**src/rtl/drum_voice_mixer_pkg.sv**
```systemverilog
// Shared types and helpers for the polyphonic drum voice mixer.
package drum_pkg;

  typedef enum logic [1:0] {IDLE, FETCH, DRAIN, OUTPUT} mix_state_t;

  // Accumulator width: sample width, plus headroom for the voice sum, plus sign margin.
  function automatic int acc_width(input int n, input int dw);
    return dw + $clog2(n) + 1;
  endfunction

endpackage

```
**src/rtl/drum_voice_ctr.sv**
```systemverilog
// Per-voice playback position, active flag and collapsed pending-trigger bit.
module drum_voice_ctr #(
  parameter int          AW        = 12,
  parameter logic [AW-1:0] LEN     = 12'd900,
  parameter bit          RETRIGGER = 1'b1
) (
  input  logic          clk,
  input  logic          rst_n,
  input  logic          apply_i,
  input  logic          advance_i,
  input  logic          trigger_i,
  output logic [AW-1:0] pos_nxt_o,
  output logic          play_o
);

  logic          pend_q, pend_d, pend_now;
  logic          play_q, play_d;
  logic [AW-1:0] pos_q, pos_d;

  assign pend_now = pend_q | trigger_i;

  always_comb begin
    pos_d  = pos_q;
    play_d = play_q;
    pend_d = pend_now;
    if (apply_i) begin
      pend_d = 1'b0;
      if (pend_now) begin
        if (!play_q) begin
          pos_d  = '0;
          play_d = 1'b1;
        end else if (RETRIGGER) begin
          pos_d = '0;
        end
      end
    end else if (advance_i && play_q) begin
      if (pos_q == LEN - 1'b1) begin
        pos_d  = '0;
        play_d = 1'b0;
      end else begin
        pos_d = pos_q + 1'b1;
      end
    end
  end

  always_ff @(posedge clk) begin
    if (!rst_n) begin
      pend_q <= 1'b0;
      play_q <= 1'b0;
      pos_q  <= '0;
    end else begin
      pend_q <= pend_d;
      play_q <= play_d;
      pos_q  <= pos_d;
    end
  end

  // The address for a voice is latched on the edge that applies its trigger.
  assign pos_nxt_o = pos_d;
  assign play_o    = play_q;

endmodule

```
**src/rtl/drum_voice_mixer.sv**
```systemverilog
// Time-multiplexed N-voice one-shot sample player summing into one saturated sample.
module drum_voice_mixer
  import drum_pkg::*;
#(
  parameter int                    N_VOICES   = 4,
  parameter int                    AW         = 12,
  parameter int                    DW         = 8,
  parameter logic [N_VOICES*AW-1:0] VOICE_BASE = {12'd2700, 12'd1800, 12'd900, 12'd0},
  parameter logic [N_VOICES*AW-1:0] VOICE_LEN  = {4{12'd900}},
  parameter bit                    RETRIGGER  = 1'b1
) (
  input  logic                 clk,
  input  logic                 rst_n,
  input  logic                 sample_tick,
  input  logic [N_VOICES-1:0]  trigger,
  output logic [AW-1:0]        rom_addr,
  input  logic signed [DW-1:0] rom_data,
  output logic signed [DW-1:0] mix_out,
  output logic                 mix_valid,
  output logic [N_VOICES-1:0]  playing,
  output logic                 overrun
);

  localparam int ACC_W = acc_width(N_VOICES, DW);
  localparam int IW    = (N_VOICES > 1) ? $clog2(N_VOICES) : 1;
  localparam logic [IW-1:0] LAST = IW'(N_VOICES - 1);

  function automatic logic signed [DW-1:0] sat(input logic signed [ACC_W-1:0] v);
    logic signed [ACC_W-1:0] hi, lo;
    hi = {{(ACC_W-DW+1){1'b0}}, {(DW-1){1'b1}}};
    lo = ~hi;
    if (v > hi)      return {1'b0, {(DW-1){1'b1}}};
    else if (v < lo) return {1'b1, {(DW-1){1'b0}}};
    else             return v[DW-1:0];
  endfunction

  mix_state_t              state_q, state_d;
  logic [IW-1:0]           idx_q, idx_d, sel;
  logic                    accept, load;
  logic [AW-1:0]           rom_addr_q, rom_addr_d;
  logic signed [ACC_W-1:0] acc_q, acc_d, acc_sum;
  logic signed [DW-1:0]    mix_q, mix_d;
  logic                    add_en_q;
  logic [AW-1:0]           base    [N_VOICES];
  logic [AW-1:0]           pos_nxt [N_VOICES];
  logic [N_VOICES-1:0]     play;

  assign accept    = (state_q == IDLE) && sample_tick;
  assign overrun   = sample_tick && (state_q != IDLE);
  assign mix_valid = (state_q == OUTPUT);

  for (genvar i = 0; i < N_VOICES; i++) begin : g_voice
    assign base[i] = VOICE_BASE[i*AW +: AW];
    drum_voice_ctr #(
      .AW(AW), .LEN(VOICE_LEN[i*AW +: AW]), .RETRIGGER(RETRIGGER)
    ) u_ctr (
      .clk       (clk),
      .rst_n     (rst_n),
      .apply_i   (accept),
      .advance_i ((state_q == FETCH) && (idx_q == IW'(i))),
      .trigger_i (trigger[i]),
      .pos_nxt_o (pos_nxt[i]),
      .play_o    (play[i])
    );
  end

  always_comb begin
    state_d = state_q;
    idx_d   = idx_q;
    case (state_q)
      IDLE:   if (sample_tick) begin state_d = FETCH; idx_d = '0; end
      FETCH:  if (idx_q == LAST) state_d = DRAIN; else idx_d = idx_q + 1'b1;
      DRAIN:  state_d = OUTPUT;
      OUTPUT: state_d = IDLE;
      default: state_d = IDLE;
    endcase
  end

  // Address for the next voice is registered one cycle ahead of its FETCH slot.
  always_comb begin
    sel        = accept ? '0 : idx_q + 1'b1;
    load       = accept || ((state_q == FETCH) && (idx_q != LAST));
    rom_addr_d = rom_addr_q;
    if (load) rom_addr_d = base[sel] + pos_nxt[sel];
  end

  always_comb begin
    acc_sum = acc_q + (add_en_q ? $signed({{(ACC_W-DW){rom_data[DW-1]}}, rom_data})
                                : {ACC_W{1'b0}});
    acc_d   = accept ? '0 : acc_sum;
    mix_d   = (state_q == DRAIN) ? sat(acc_sum) : mix_q;
  end

  always_ff @(posedge clk) begin
    if (!rst_n) begin
      state_q    <= IDLE;
      idx_q      <= '0;
      rom_addr_q <= '0;
      acc_q      <= '0;
      mix_q      <= '0;
      add_en_q   <= 1'b0;
    end else begin
      state_q    <= state_d;
      idx_q      <= idx_d;
      rom_addr_q <= rom_addr_d;
      acc_q      <= acc_d;
      mix_q      <= mix_d;
      add_en_q   <= (state_q == FETCH) && play[idx_q];
    end
  end

  assign rom_addr = rom_addr_q;
  assign mix_out  = mix_q;
  assign playing  = play;

endmodule

```
**config.mk**
```make
export PLATFORM = sky130hd
export DESIGN_NAME = drum_voice_mixer
export DESIGN_NICKNAME = d
export VERILOG_FILES = /design/src/rtl/drum_voice_mixer_pkg.sv /design/src/rtl/drum_voice_ctr.sv /design/src/rtl/drum_voice_mixer.sv
export SDC_FILE = /design/constraint.sdc
export NUM_CORES = 1
export LEC_CHECK = 0
export BUFFER_PORTS_ARGS = -buffer_cell sky130_fd_sc_hd__buf_2
export CORE_ASPECT_RATIO = 0.75
export CORE_MARGIN = 4
export CORE_UTILIZATION = 50
export DETAILED_ROUTE_END_ITERATION = 8
export GPL_TIMING_DRIVEN = 0
export PLACE_DENSITY = 0.68
export SLEW_MARGIN = 20
export SYNTH_ARGS = -nofsm -noshare
export SYNTH_HDL_FRONTEND = slang
export SYNTH_HIERARCHICAL = 1
export SYNTH_SLANG_ARGS = --single-unit
export TNS_END_PERCENT = 100
```
**constraint.sdc**
```tcl
create_clock -name clk -period 5.08 [get_ports clk]
set_input_delay 0.254 -clock clk [delete_from_list [all_inputs] [get_ports clk]]
set_output_delay 0.254 -clock clk [all_outputs]
set_load 0.005 [all_outputs]
```
* Yosys cells after proc, flatten, opt, wreduce, memory -nomap -nowiden
Cells that the tools add are included.
** Word-level totals
- Bits in registers :: 92
- Input bits :: 15
** Cells by class
- Add/subtract/negate cells :: 7
- Magnitude comparators :: 4
- Eq/ne operators :: 18
- Multiplexer cells :: 50
- Bitwise gates (word level) :: 6
- Reductions and logical operators :: 32
** Operator list (count)
- 12-bit 2-to-1 mux :: 20
- 12-bit by 1-bit adder with 12-bit output (second input constant) :: 4
- 12-bit binary-select mux with 2-bit select :: 2
- 12-bit by 10-bit equality test with 1-bit output (second input constant) :: 4
- 2-bit nonzero test :: 10
- 1-bit 2-to-1 mux :: 17
- 8-bit 2-to-1 mux :: 2
- 3-bit AND reduction :: 5
- 12-bit adder :: 1
- 1-bit logical AND :: 12
- 11-bit adder :: 1
- 11-bit by 8-bit > comparator with 1-bit output (second input constant) :: 1
- 11-bit by 8-bit less-than comparator with 1-bit output (second input constant) :: 1
- 11-bit 2-to-1 mux :: 1
- 2-bit 2-to-1 mux :: 5
- 2-bit by 1-bit inequality test with 1-bit output (second input constant) :: 5
- 2-bit equality test (second input constant) :: 4
- 2-bit one-hot mux with 4 select lines :: 1
- 2-bit inequality test (second input constant) :: 3
- 2-bit by 1-bit equality test with 1-bit output (second input constant) :: 2
- 2-bit zero test :: 2
- 1-bit bitwise OR :: 4
- 2-bit one-hot mux with 2 select lines :: 1
- 3-bit >= comparator (second input constant) :: 1
- 8 further kinds :: 8

* Longest topological paths before layout
Gate-level depths: netlist (run 1).
- Depth after elaboration :: 9
- Mapped depth :: 21
- Mapped depth without buffers :: 18

* Modules after synthesis
Netlist (run 1), hierarchy kept.
** By module, submodules not included
- drum_voice_ctr :: instances 4, cells each 104, area an instance 915.9 sq um, sequential area each 280.3 sq um
- drum_voice_mixer :: instances 1, cells each 347, area an instance 2872.8 sq um, sequential area each 720.7 sq um

* Worst setup path after synthesis (run 1)
No wires, ideal clock.
- Kind :: reg2reg
- From :: reg state_q[0]
- To :: reg rom_addr_q[10] (netlist: rom_addr[10])
- Arrival time :: 3.704 ns
- Setup slack :: 1.258 ns
- Cell stages (with the launch flop) :: 21
- Period minus slack after synthesis :: 3.822 ns
- Cell sequence :: dfxtp_1 -> inv_1 -> ha_1 -> buf_2 -> nand2_1 -> inv_1 -> buf_6 -> or3b_1 -> buf_2 -> buf_2 -> a31oi_1 -> nand3b_1 -> o21ai_0 -> a221oi_1 -> inv_1 -> fa_1 -> a311oi_1 -> nand2_1 -> o21ai_1 -> xnor2_1 -> o21ai_1
** RTL lines
- start: declaration :: RTL line drum_voice_mixer.sv:37 : mix_state_t state_q, state_d;
- start signal: assignment :: RTL line drum_voice_mixer.sv:103 : state_q <= state_d;
- end signal: assignment :: RTL line drum_voice_mixer.sv:105 : rom_addr_q <= rom_addr_d;
- end: declaration :: RTL line drum_voice_mixer.sv:40 : logic [AW-1:0] rom_addr_q, rom_addr_d;

==> summary.md, run 1 <==
| Metric | Value |
|---|---|
| Slew Viols, Final | 0 |
| Critical Path Max Stage Delay | 450 ps |
| Final setup fails | 0 |
| DR vias | 6313 |
| FF-to-FF path depth | 19 |
| Number of synthesized register bits | 92 |
| R2R Path End | rom_addr[6] |
| Fin crit share | 93.10% |
| Status | finished, final reports clean |
| Largest net degree at the start of global routing | 18 |
| Worst Skew | 7.306 ps |
| H-Tree Depth | 3 |
| First-pass GRT wire length | 29400 microns |
| Worst skew pair latency | 340 ps |
| Power per cell area | 372.0 mW/mm^2 |
| Crit Path Max Fanout | 10 |
| Post-synth ARST share | 0% |
| Final Wtd Congestion | 0.8766 |
| Total wire length | 18410 microns |
| CTS tree | built |
| P&R area growth vs syn | 11.37% |
| DR vias/cell | 6.409 |
| Multi-input logic area | 0.004284 sq mm |
| CP endpoint kind | flip-flop |
| CP max stage cell | fa_1 |
| Kind of critical path | reg -> reg |
| Cell Rows | 35 |
| Synth area leader | dfxtp_1 |
| N_diodes | 0 |
| F_max | 211.4 MHz |
| Crit path launch type | flip-flop |
| Die Height | 107.0 microns |
| Leakage Power | 0.002844 uW |
| Relative slew margins | 44.15% |
| Sequential share of the synthesized area | 28.18% |
| Worst slew pin tran | 832.7 ps |
| Cells after Synth | 763 |
| Starting density of the core | 52.19% |
| Drt drc | 0 |
| Mean Syn Cell Area | 8.567 sq um |
| Crit path time final | 4729 ps |
| Peak VDD IR | 0.2175 mV |
| Hold Vio Cnt, Final | 0 |
| Overall power | 2708 uW |
| Syn. warnings | 6 |
| CP cell instances | inv_1 -> ha_1 -> buf_2 -> nand2_1 -> clkinvlp_4 -> buf_6 -> a41oi_4 -> buf_6 -> a21oi_1 -> a31oi_1 -> nand3b_1 -> o21ai_0 -> a221oi_1 -> inv_1 -> fa_1 -> a311oi_2 -> nand2_1 -> xor2_1 -> a211oi_1 |
| Initial antenna violation count | 0 |
| Switch Pwr | 1091 uW |
| Clock transition at path regs | 70 ps |
| Combinational Power Share | 42.9% |
| Ports | 41 |
| CTS Hold Bufs | 0 |
| Unrepaired setup endpoints after global routing | no |
| Main synth FF type | dfxtp_1 |
| Synth cell count leaders | dfxtp_1 (92), nand2_1 (88), a31oi_1 (58), nor2_1 (58), a311oi_1 (35) |
| DP Worst Slack | 188.9 ps |
| Final Core Density | 58.12% |
| Die area | 0.01498 sq mm |
| Syn nets | 812 |
| Number of synthesized flops with an enable pin | 0 |
| Synth unique cells | 77 |
| Cell area after synthesis | 0.006536 sq mm |
| Worst hold endpoint | g_voice[3].u_ctr/pend_q |
| Power share of the clock group | 25.9% |
| TritonRoute pass-1 iters | 5 |
| Routed WL per cell | 18.69 microns |
| Register area | 0.001842 sq mm |
| Flop pwr share | 31.1% |
| CTS Sinks | 92 |
| RR Startpoint | state_q[0] |
| Total Routing Usage GR | 23.91% |
| Top cells by area, synth | dfxtp_1 (28%), ha_1 (6.1%), a31oi_1 (5.6%) |
| Layout cells sized above 1 | 20.27% |
| # nets final | 863 |
| Setup TNS | 0 ps |
| Switching portion of total power | 40.29% |
| DP Cell Count | 969 |
| Total core area | 0.01252 sq mm |
| Most common cell in the netlist | dfxtp_1 |
| Hold Path Origin | trigger[3] |
| Vias in the first global route | 5800 |
| Routed Antenna Nets | 0 |
| Share of the synthesized area in the top cell type | 28.18% |
| Worst min path class | in -> reg |
| DRT iter0 DRCs | 536 |
| Worst setup margin | 350.5 ps |
| Pint | 1617 uW |
| Die W | 140.0 microns |
| CTS root buf | clkbuf_16 |
| Hold depth | 3 |
| Inserted Clock Buffers | 9 |
| Worst-case clock buffer depth | 2 |
| Hpwl dp | 13980 microns |
| Max cap viols | 0 |
| Grt total ovfl | 0 |
| R2r setup slk | 350 ps |
| Worst EP arrival | 4980 ps |
| Required @ worst endpoint | 5330 ps |
| Non-filler cells, final | 985 |
| IO Port Bufs | 40 |
| # fillers | 1161 |
timing repair:
action	in CTS	in global routing
setup buffers	0	0
endpoints found under the setup margin	0	3
resized for setup	0	4
metrics by stage:
| stage | hold WS [ps] | cell area [sq um] |
|---|---|---|
| after global placement | 431.6 | 6944 |
| after global routing | 248.0 | 7279 |
| final | 210.8 | 7279 |
| after CTS | 209.8 | 7252 |
| after floorplan | 375.7 | 6536 |
| after detailed placement | 442.3 | 6944 |
per-layer routing:
| layer | global-route usage [%] | share of wire (%) | vias up |
|---|---|---|---|
| met1 | 34.33 | 48 | 3011 |
| met5 | 0 | 0 | - |
| met4 | 5.325 | 1.7 | 0 |
| li1 | - | - | 3039 |
| met2 | 36.93 | 43 | 230 |
| met3 | 4.993 | 7.8 | 33 |
cell families after synthesis:
group / after synthesis / synth area share, %
AO/OA/AOI/OAI: 254 / 29.63
multiplexers: 13 / 2.240
adder cells (fa/ha/maj): 34 / 6.738
AND/OR/NAND/NOR: 289 / 24.69
flip-flops: 92 / 28.18
XOR/XNOR: 14 / 1.876
buffers and inverters: 67 / 6.642
worst max-delay path: cells and delay by family, from the launching register on:
family / cells / cell delay, ps
AO/OA/AOI/OAI: 7 / 1770
XOR/XNOR: 1 / 160
AND/OR/NAND/NOR: 3 / 540
adder cells (fa/ha/maj): 2 / 650
flip-flops: 1 / 400
buffers and inverters: 6 / 1090
how the worst max path moves through the flow:
| stage | slack (ps) | cells after the start | to | startpoint |
|---|---|---|---|---|
| 2_1_floorplan | 1260 | 20 | rom_addr[10] | state_q[0] |
| 3_3_place_gp | 370 | 18 | rom_addr[6] | state_q[0] |
| 3_5_place_dp | 190 | 18 | rom_addr[6] | state_q[0] |
| 4_1_cts | 140 | 18 | rom_addr[6] | state_q[0] |
| 5_1_grt | 30 | 19 | rom_addr[6] | state_q[0] |
| 6_report | 350 | 19 | rom_addr[6] | state_q[0] |
power groups by stage:
stage | combinational, uW | sequential (uW) | clock [uW]
4_1_cts | 1140 | 842 | 721
6_report | 1160 | 843 | 703
2_1_floorplan | 838 | 843 | 0
3_5_place_dp | 1130 | 858 | 0
3_3_place_gp | 1100 | 854 | 0
5_1_grt | 1280 | 851 | 752
placed cells by master, fill, tap and decap left out, drive strengths merged, types with 6 or more instances in the layout:
master | Yosys | routed
a211oi | 10 | 10
a21o | 16 | 16
a21oi | 27 | 27
a221oi | 6 | 6
a22o | 14 | 14
a311oi | 36 | 36
a31oi | 59 | 59
a41oi | 13 | 13
and2 | 25 | 25
and3 | 12 | 12
and4 | 8 | 8
buf | 37 | 77
clkbuf | 7 | 16
dfxtp | 92 | 92
ha | 32 | 32
inv | 20 | 23
mux2i | 9 | 9
nand2 | 88 | 88
nand2b | 6 | 6
nand3 | 22 | 22
nand4 | 12 | 12
nor2 | 58 | 58
nor2b | 10 | 10
nor3 | 13 | 13
nor3b | 6 | 6
o21ai | 33 | 33
xnor2 | 7 | 7
xor2 | 7 | 7
final cells by class:
type                    count  area share, %
multi-input cells         604          58.85
flip-flops and latches     92          25.30
plain buffers              44          4.778
clock buffers               9          3.094
well taps                 166          2.853
repair buffers             40          2.750
inverters                  23          1.238
clock inverters             7          1.134
registers in the layout, indices dropped and copies added (netlist names):
signal	count
g_voice.u_ctr/pos_q	48
rom_addr	12
mix_out	8
add_en_q	1
idx_q	2
acc_q	11
state_q	2
g_voice.u_ctr/pend_q	4
g_voice.u_ctr/play_o	4
Note: power is estimated with default switching activity, not from simulation.
==> run 2: changes to the inputs <==
--- a/config.mk
+++ b/config.mk
@@ -12,6 +12,7 @@
 export DETAILED_ROUTE_END_ITERATION = 8
 export GPL_TIMING_DRIVEN = 0
 export PLACE_DENSITY = 0.68
+export REMOVE_ABC_BUFFERS = 1
 export SLEW_MARGIN = 20
 export SYNTH_ARGS = -nofsm -noshare
 export SYNTH_HDL_FRONTEND = slang
==> summary.md, run 2 (synthesis gave the netlist of run 1 again) <==
| Metric | Value |
|---|---|
| Status | finished, final reports clean |
| Total wire length | 17670 microns |
| Largest net degree at the start of global routing | 43 |
| Hold depth | 3 |
| Die W | 140.0 microns |
| First-pass GRT wire length | 28650 microns |
| WP buf/inv | 3 |
| Slew Viols, Final | 0 |
| Worst slew pin tran | 616.4 ps |
| Final Instance Area | 0.006955 sq mm |
| R2r setup slk | 290 ps |
| Vias in the first global route | 5586 |
| R2R Path End | rom_addr[10] |
| P&R area growth vs syn | 6.413% |
| Final setup fails | 0 |
| Inserted Clock Buffers | 9 |
| Hpwl dp | 13010 microns |
| Overall power | 2588 uW |
| Worst EP arrival | 5040 ps |
| Final Wtd Congestion | 0.8370 |
| Hold Path Origin | trigger[0] |
| Ports | 41 |
| Power per cell area | 372.1 mW/mm^2 |
| N_diodes | 0 |
| Grt total ovfl | 0 |
| Critical Path Max Stage Delay | 500 ps |
| CP top delay family | compound AO/OA/AOI/OAI gates |
| CTS tree | built |
| Drt drc | 0 |
| Worst skew pair latency | 360 ps |
| DP Cell Count | 925 |
| Die area | 0.01498 sq mm |
| Crit Path Max Fanout | 42 |
| Routed Antenna Nets | 0 |
| F_max | 208.7 MHz |
| DR vias | 6161 |
| Non-filler cells, final | 941 |
| IO Port Bufs | 40 |
| Die Height | 107.0 microns |
| H-Tree Depth | 3 |
| Worst-case clock buffer depth | 2 |
| Required @ worst endpoint | 5320 ps |
| Largest register FFs | 48 |
| Relative slew margins | 58.66% |
| Clock transition at path regs | 80 ps |
| TritonRoute pass-1 iters | 6 |
| FF-to-FF path depth | 17 |
| Leakage Power | 0.002654 uW |
| Worst min path class | in -> reg |
| Most flops, register | g_voice.u_ctr/pos_q |
| Total Routing Usage GR | 23.49% |
| Starting density of the core | 52.19% |
| CTS root buf | clkbuf_16 |
| Peak VDD IR | 0.2230 mV |
| DRT iter0 DRCs | 390 |
| Routed WL per cell | 18.78 microns |
| Crit path time final | 4793 ps |
| CTS Hold Bufs | 0 |
| Layout cells sized above 1 | 17.29% |
| Kind of critical path | reg -> reg |
| Final Core Density | 55.53% |
| CTS Sinks | 92 |
| Commonest non-fill, non-tap cell in the layout | dfxtp_1 |
| Fin crit share | 94.34% |
| Crit path launch type | flip-flop |
| DR vias/cell | 6.547 |
| Worst Skew | 16.15 ps |
| Placed Area | 0.006596 sq mm |
| CP cell instances | inv_1 -> ha_1 -> nand2_2 -> clkinv_8 -> a41oi_4 -> nand2_1 -> a31oi_1 -> nand3b_1 -> o21ai_0 -> a221oi_1 -> inv_1 -> fa_1 -> a311oi_1 -> nand2_1 -> o21ai_1 -> xnor2_1 -> o21ai_1 |
| Initial antenna violation count | 0 |
| RR Startpoint | state_q[0] |
| Min Hold Slack | 220.7 ps |
| CP max stage cell | a41oi_4 |
| Worst hold endpoint | g_voice[0].u_ctr/pend_q |
| Hold Vio Cnt, Final | 0 |
| Cell Rows | 35 |
| Total core area | 0.01252 sq mm |
| Max cap viols | 0 |
| # nets final | 819 |
| CP endpoint kind | flip-flop |
| Most frequent cells in the layout | dfxtp_1 (91), nand2_1 (87), nor2_1 (58) |
run 2: changes by cell type in the layout (fill, tap and decap cells not counted), sizes merged:
cell / change
buf: -37
clkbuf: -7
clkinv: +3
clkinvlp: -3
bufinv: -1
inv: +1
run 2: per-stage QoR:
stage,TNS [ps],setup slack (ps)
global placement,-2194,-514.4
finish,0,287.3
detailed placement,-902.7,-290.1
CTS,0,209.5
global route,-19.92,-19.92
floorplan,0,634.7
run 2: final cells by class:
type	instances	area, sq um
repair buffers	40	200.2
well taps	166	207.7
inverters	23	98.84
multi-input cells	604	4317
flip-flops and latches	92	1843
fillers	1144	5569
clock inverters	7	63.81
clock buffers	9	225.2
run 2: power by group:
part	leakage, uW	internal [uW]	switching [uW]
Combinational	0.00177	389	668
Clock	0.000143	345	323
Sequential	0.000746	784	79.3
Total	0.00265	1520	1070
run 2: timing repair:
item | in CTS | in global routing
setup buffers | 0 | 0
endpoints found under the setup margin | 6 | 3
gates resized for setup | 4 | 11
run 2: worst min-delay path, delay by kind of cell:
| kind | cells | cell delay, ps |
|---|---|---|
| buffers and inverters | 1 | 100 |
| and+or+nand+nor | 2 | 180 |
run 2: worst max-delay path by stage:
stage / from / end / slack, ps / cells after the start
floorplan: state_q[0] / rom_addr[10] / 630 / 18
global placement: state_q[0] / rom_addr[10] / -510 / 15
detailed placement: state_q[0] / rom_addr[6] / -290 / 14
CTS: state_q[0] / rom_addr[10] / 210 / 15
global route: state_q[0] / rom_addr[6] / -20 / 16
finish: state_q[0] / rom_addr[10] / 290 / 17
run 2: routing by layer:
metal | global-route usage (%) | vias to the layer above | wire, microns
met1 | 34.58 | 2987 | 8606
met3 | 4.637 | 23 | 1221
met4 | 5.671 | 0 | 252
met2 | 35.21 | 218 | 7591
li1 | - | 2933 | -
met5 | 0 | - | 0
==> run 3: changes to the inputs <==
--- a/config.mk
+++ b/config.mk
@@ -7,7 +7,6 @@
 export LEC_CHECK = 0
 export BUFFER_PORTS_ARGS = -buffer_cell sky130_fd_sc_hd__buf_2
 export CORE_ASPECT_RATIO = 0.75
-export CORE_MARGIN = 4
 export CORE_UTILIZATION = 50
 export DETAILED_ROUTE_END_ITERATION = 8
 export GPL_TIMING_DRIVEN = 0
==> summary.md, run 3 (synthesis gave the netlist of run 1 again) <==
| Metric | Value |
|---|---|
| Status | finished, final reports clean |
| CTS Sinks | 92 |
| F_max | 213.8 MHz |
| Vias in the first global route | 5364 |
| Hold Vio Cnt, Final | 0 |
| # nets final | 819 |
| Worst setup margin | 402.8 ps |
| Max cap viols | 0 |
| Worst min path class | in -> reg |
| Total core area | 0.01252 sq mm |
| Grt total ovfl | 0 |
| P&R area growth vs syn | 6.413% |
| Die W | 134.0 microns |
| CTS tree | built |
| N_diodes | 0 |
| Overall power | 2593 uW |
| Crit path time final | 4677 ps |
| Slew Viols, Final | 0 |
| Crit path launch type | flip-flop |
| Largest net degree at the start of global routing | 43 |
| WP buf/inv | 3 |
| Cell Rows | 35 |
| Placed Area | 0.006596 sq mm |
| Kind of critical path | reg -> reg |
| Die Height | 101.0 microns |
| Final setup fails | 0 |
| IO Port Bufs | 40 |
| Largest register FFs | 48 |
| Unrepaired setup endpoints after global routing | no |
| Final Instance Area | 0.006955 sq mm |
| Starting density of the core | 52.19% |
| DRT iter0 DRCs | 446 |
| Min Hold Slack | 207.7 ps |
| FF-to-FF path depth | 15 |
| Initial antenna violation count | 0 |
| Critical Path Max Stage Delay | 530 ps |
| Setup TNS | 0 ps |
| Fin crit share | 92.07% |
| Ports | 41 |
| CP top delay family | compound AO/OA/AOI/OAI gates |
| H-Tree Depth | 3 |
| Most flops, register | g_voice.u_ctr/pos_q |
| Crit path from | state_q[0] |
| Inserted Clock Buffers | 9 |
| Required @ worst endpoint | 5330 ps |
| Total wire length | 17470 microns |
| CP endpoint | rom_addr[10] |
| Commonest non-fill, non-tap cell in the layout | dfxtp_1 |
| Crit Path Max Fanout | 42 |
| Final Wtd Congestion | 0.8970 |
| Most frequent cells in the layout | dfxtp_1 (91), nand2_1 (87), nor2_1 (58), a31oi_1 (58), buf_2 (40) |
| Relative slew margins | 58.38% |
| CTS root buf | clkbuf_16 |
| CP cell instances | inv_1 -> ha_1 -> nand2_2 -> inv_8 -> or3b_4 -> a31oi_1 -> mux2i_1 -> a221oi_1 -> inv_1 -> fa_1 -> a311oi_1 -> nand2_1 -> o21ai_1 -> xnor2_1 -> o21ai_1 |
| # fillers | 1169 |
| DR vias | 6072 |
| Worst slew pin tran | 620.5 ps |
| Leakage Power | 0.002655 uW |
| Worst skew pair latency | 360 ps |
| CP endpoint kind | flip-flop |
| RR Startpoint | state_q[0] |
| R2r setup slk | 400 ps |
| Clock transition at path regs | 80 ps |
| CP max stage cell | or3b_4 |
| Die area | 0.01354 sq mm |
| First-pass GRT wire length | 27220 microns |
| Layout cells sized above 1 | 17.16% |
| Power per cell area | 372.8 mW/mm^2 |
| Worst EP arrival | 4920 ps |
| Hpwl dp | 12860 microns |
| Routed WL per cell | 18.57 microns |
| Total Routing Usage GR | 25.59% |
| Worst Skew | 9.224 ps |
| Peak VDD IR | 0.1968 mV |
| DP Worst Slack | -288.8 ps |
| Routed Antenna Nets | 0 |
| DR vias/cell | 6.453 |
| Worst-case clock buffer depth | 2 |
| TritonRoute pass-1 iters | 5 |
| Stages on worst setup path | 15 |
| Drt drc | 0 |
| R2R Path End | rom_addr[10] |
run 3: cell type report:
class | instances | area [sq um] | share of cell area (%)
Clock buffer | 9 | 225.2 | 3.238
Clock inverter | 7 | 65.06 | 0.9354
Inverter | 23 | 93.84 | 1.349
Multi-Input combinational cell | 604 | 4318 | 62.08
Sequential cell | 92 | 1846 | 26.53
Tap cell | 166 | 207.7 | 2.986
Timing Repair Buffer | 40 | 200.2 | 2.878
run 3: worst min-delay path by stage:
stage / start / end / slack [ps] / depth (start not counted)
2_1_floorplan: rst_n / g_voice[0].u_ctr/pos_q[0] / 380 / 1
3_3_place_gp: mix_out[1] / mix_out[1] / 440 / 2
3_5_place_dp: mix_out[0] / mix_out[0] / 450 / 2
4_1_cts: trigger[1] / g_voice[1].u_ctr/pend_q / 200 / 3
5_1_grt: trigger[0] / g_voice[0].u_ctr/pend_q / 240 / 3
6_report: trigger[1] / g_voice[1].u_ctr/pend_q / 210 / 3
run 3: where the power goes:
group | internal [uW] | leakage (uW) | switching (uW)
clock network | 345 | 0.000141 | 327
registers | 786 | 0.000746 | 79.5
logic | 392 | 0.00177 | 664
run 3: stage by stage:
step | util [%] | instances
2_1_floorplan | - | 719
3_3_place_gp | 52.67 | 925
3_5_place_dp | 52.67 | 925
4_1_cts | 55.05 | 941
5_1_grt | 55.53 | 941
6_report | 55.53 | 941
run 3: repair_timing:
item,in CTS,in global routing
hold buffers,0,0
endpoints found under the hold margin,0,0
gates cloned,0,0
gates resized for setup,4,10
buffers inserted,0,0
endpoints found under the setup margin,4,3
run 3: routing by layer:
metal | part of all wire, % | global-route usage, % | up-vias
met5 | 0 | 0 | -
li1 | - | - | 2940
met2 | 43 | 38.66 | 185
met1 | 50 | 36.59 | 2929
met3 | 6.4 | 6.033 | 18
met4 | 0.90 | 5.877 | 0
run 3: worst min-delay path, stage by stage:
cell and delay, ps:
buf_2 100, nor2_1 50, nor3_1 110
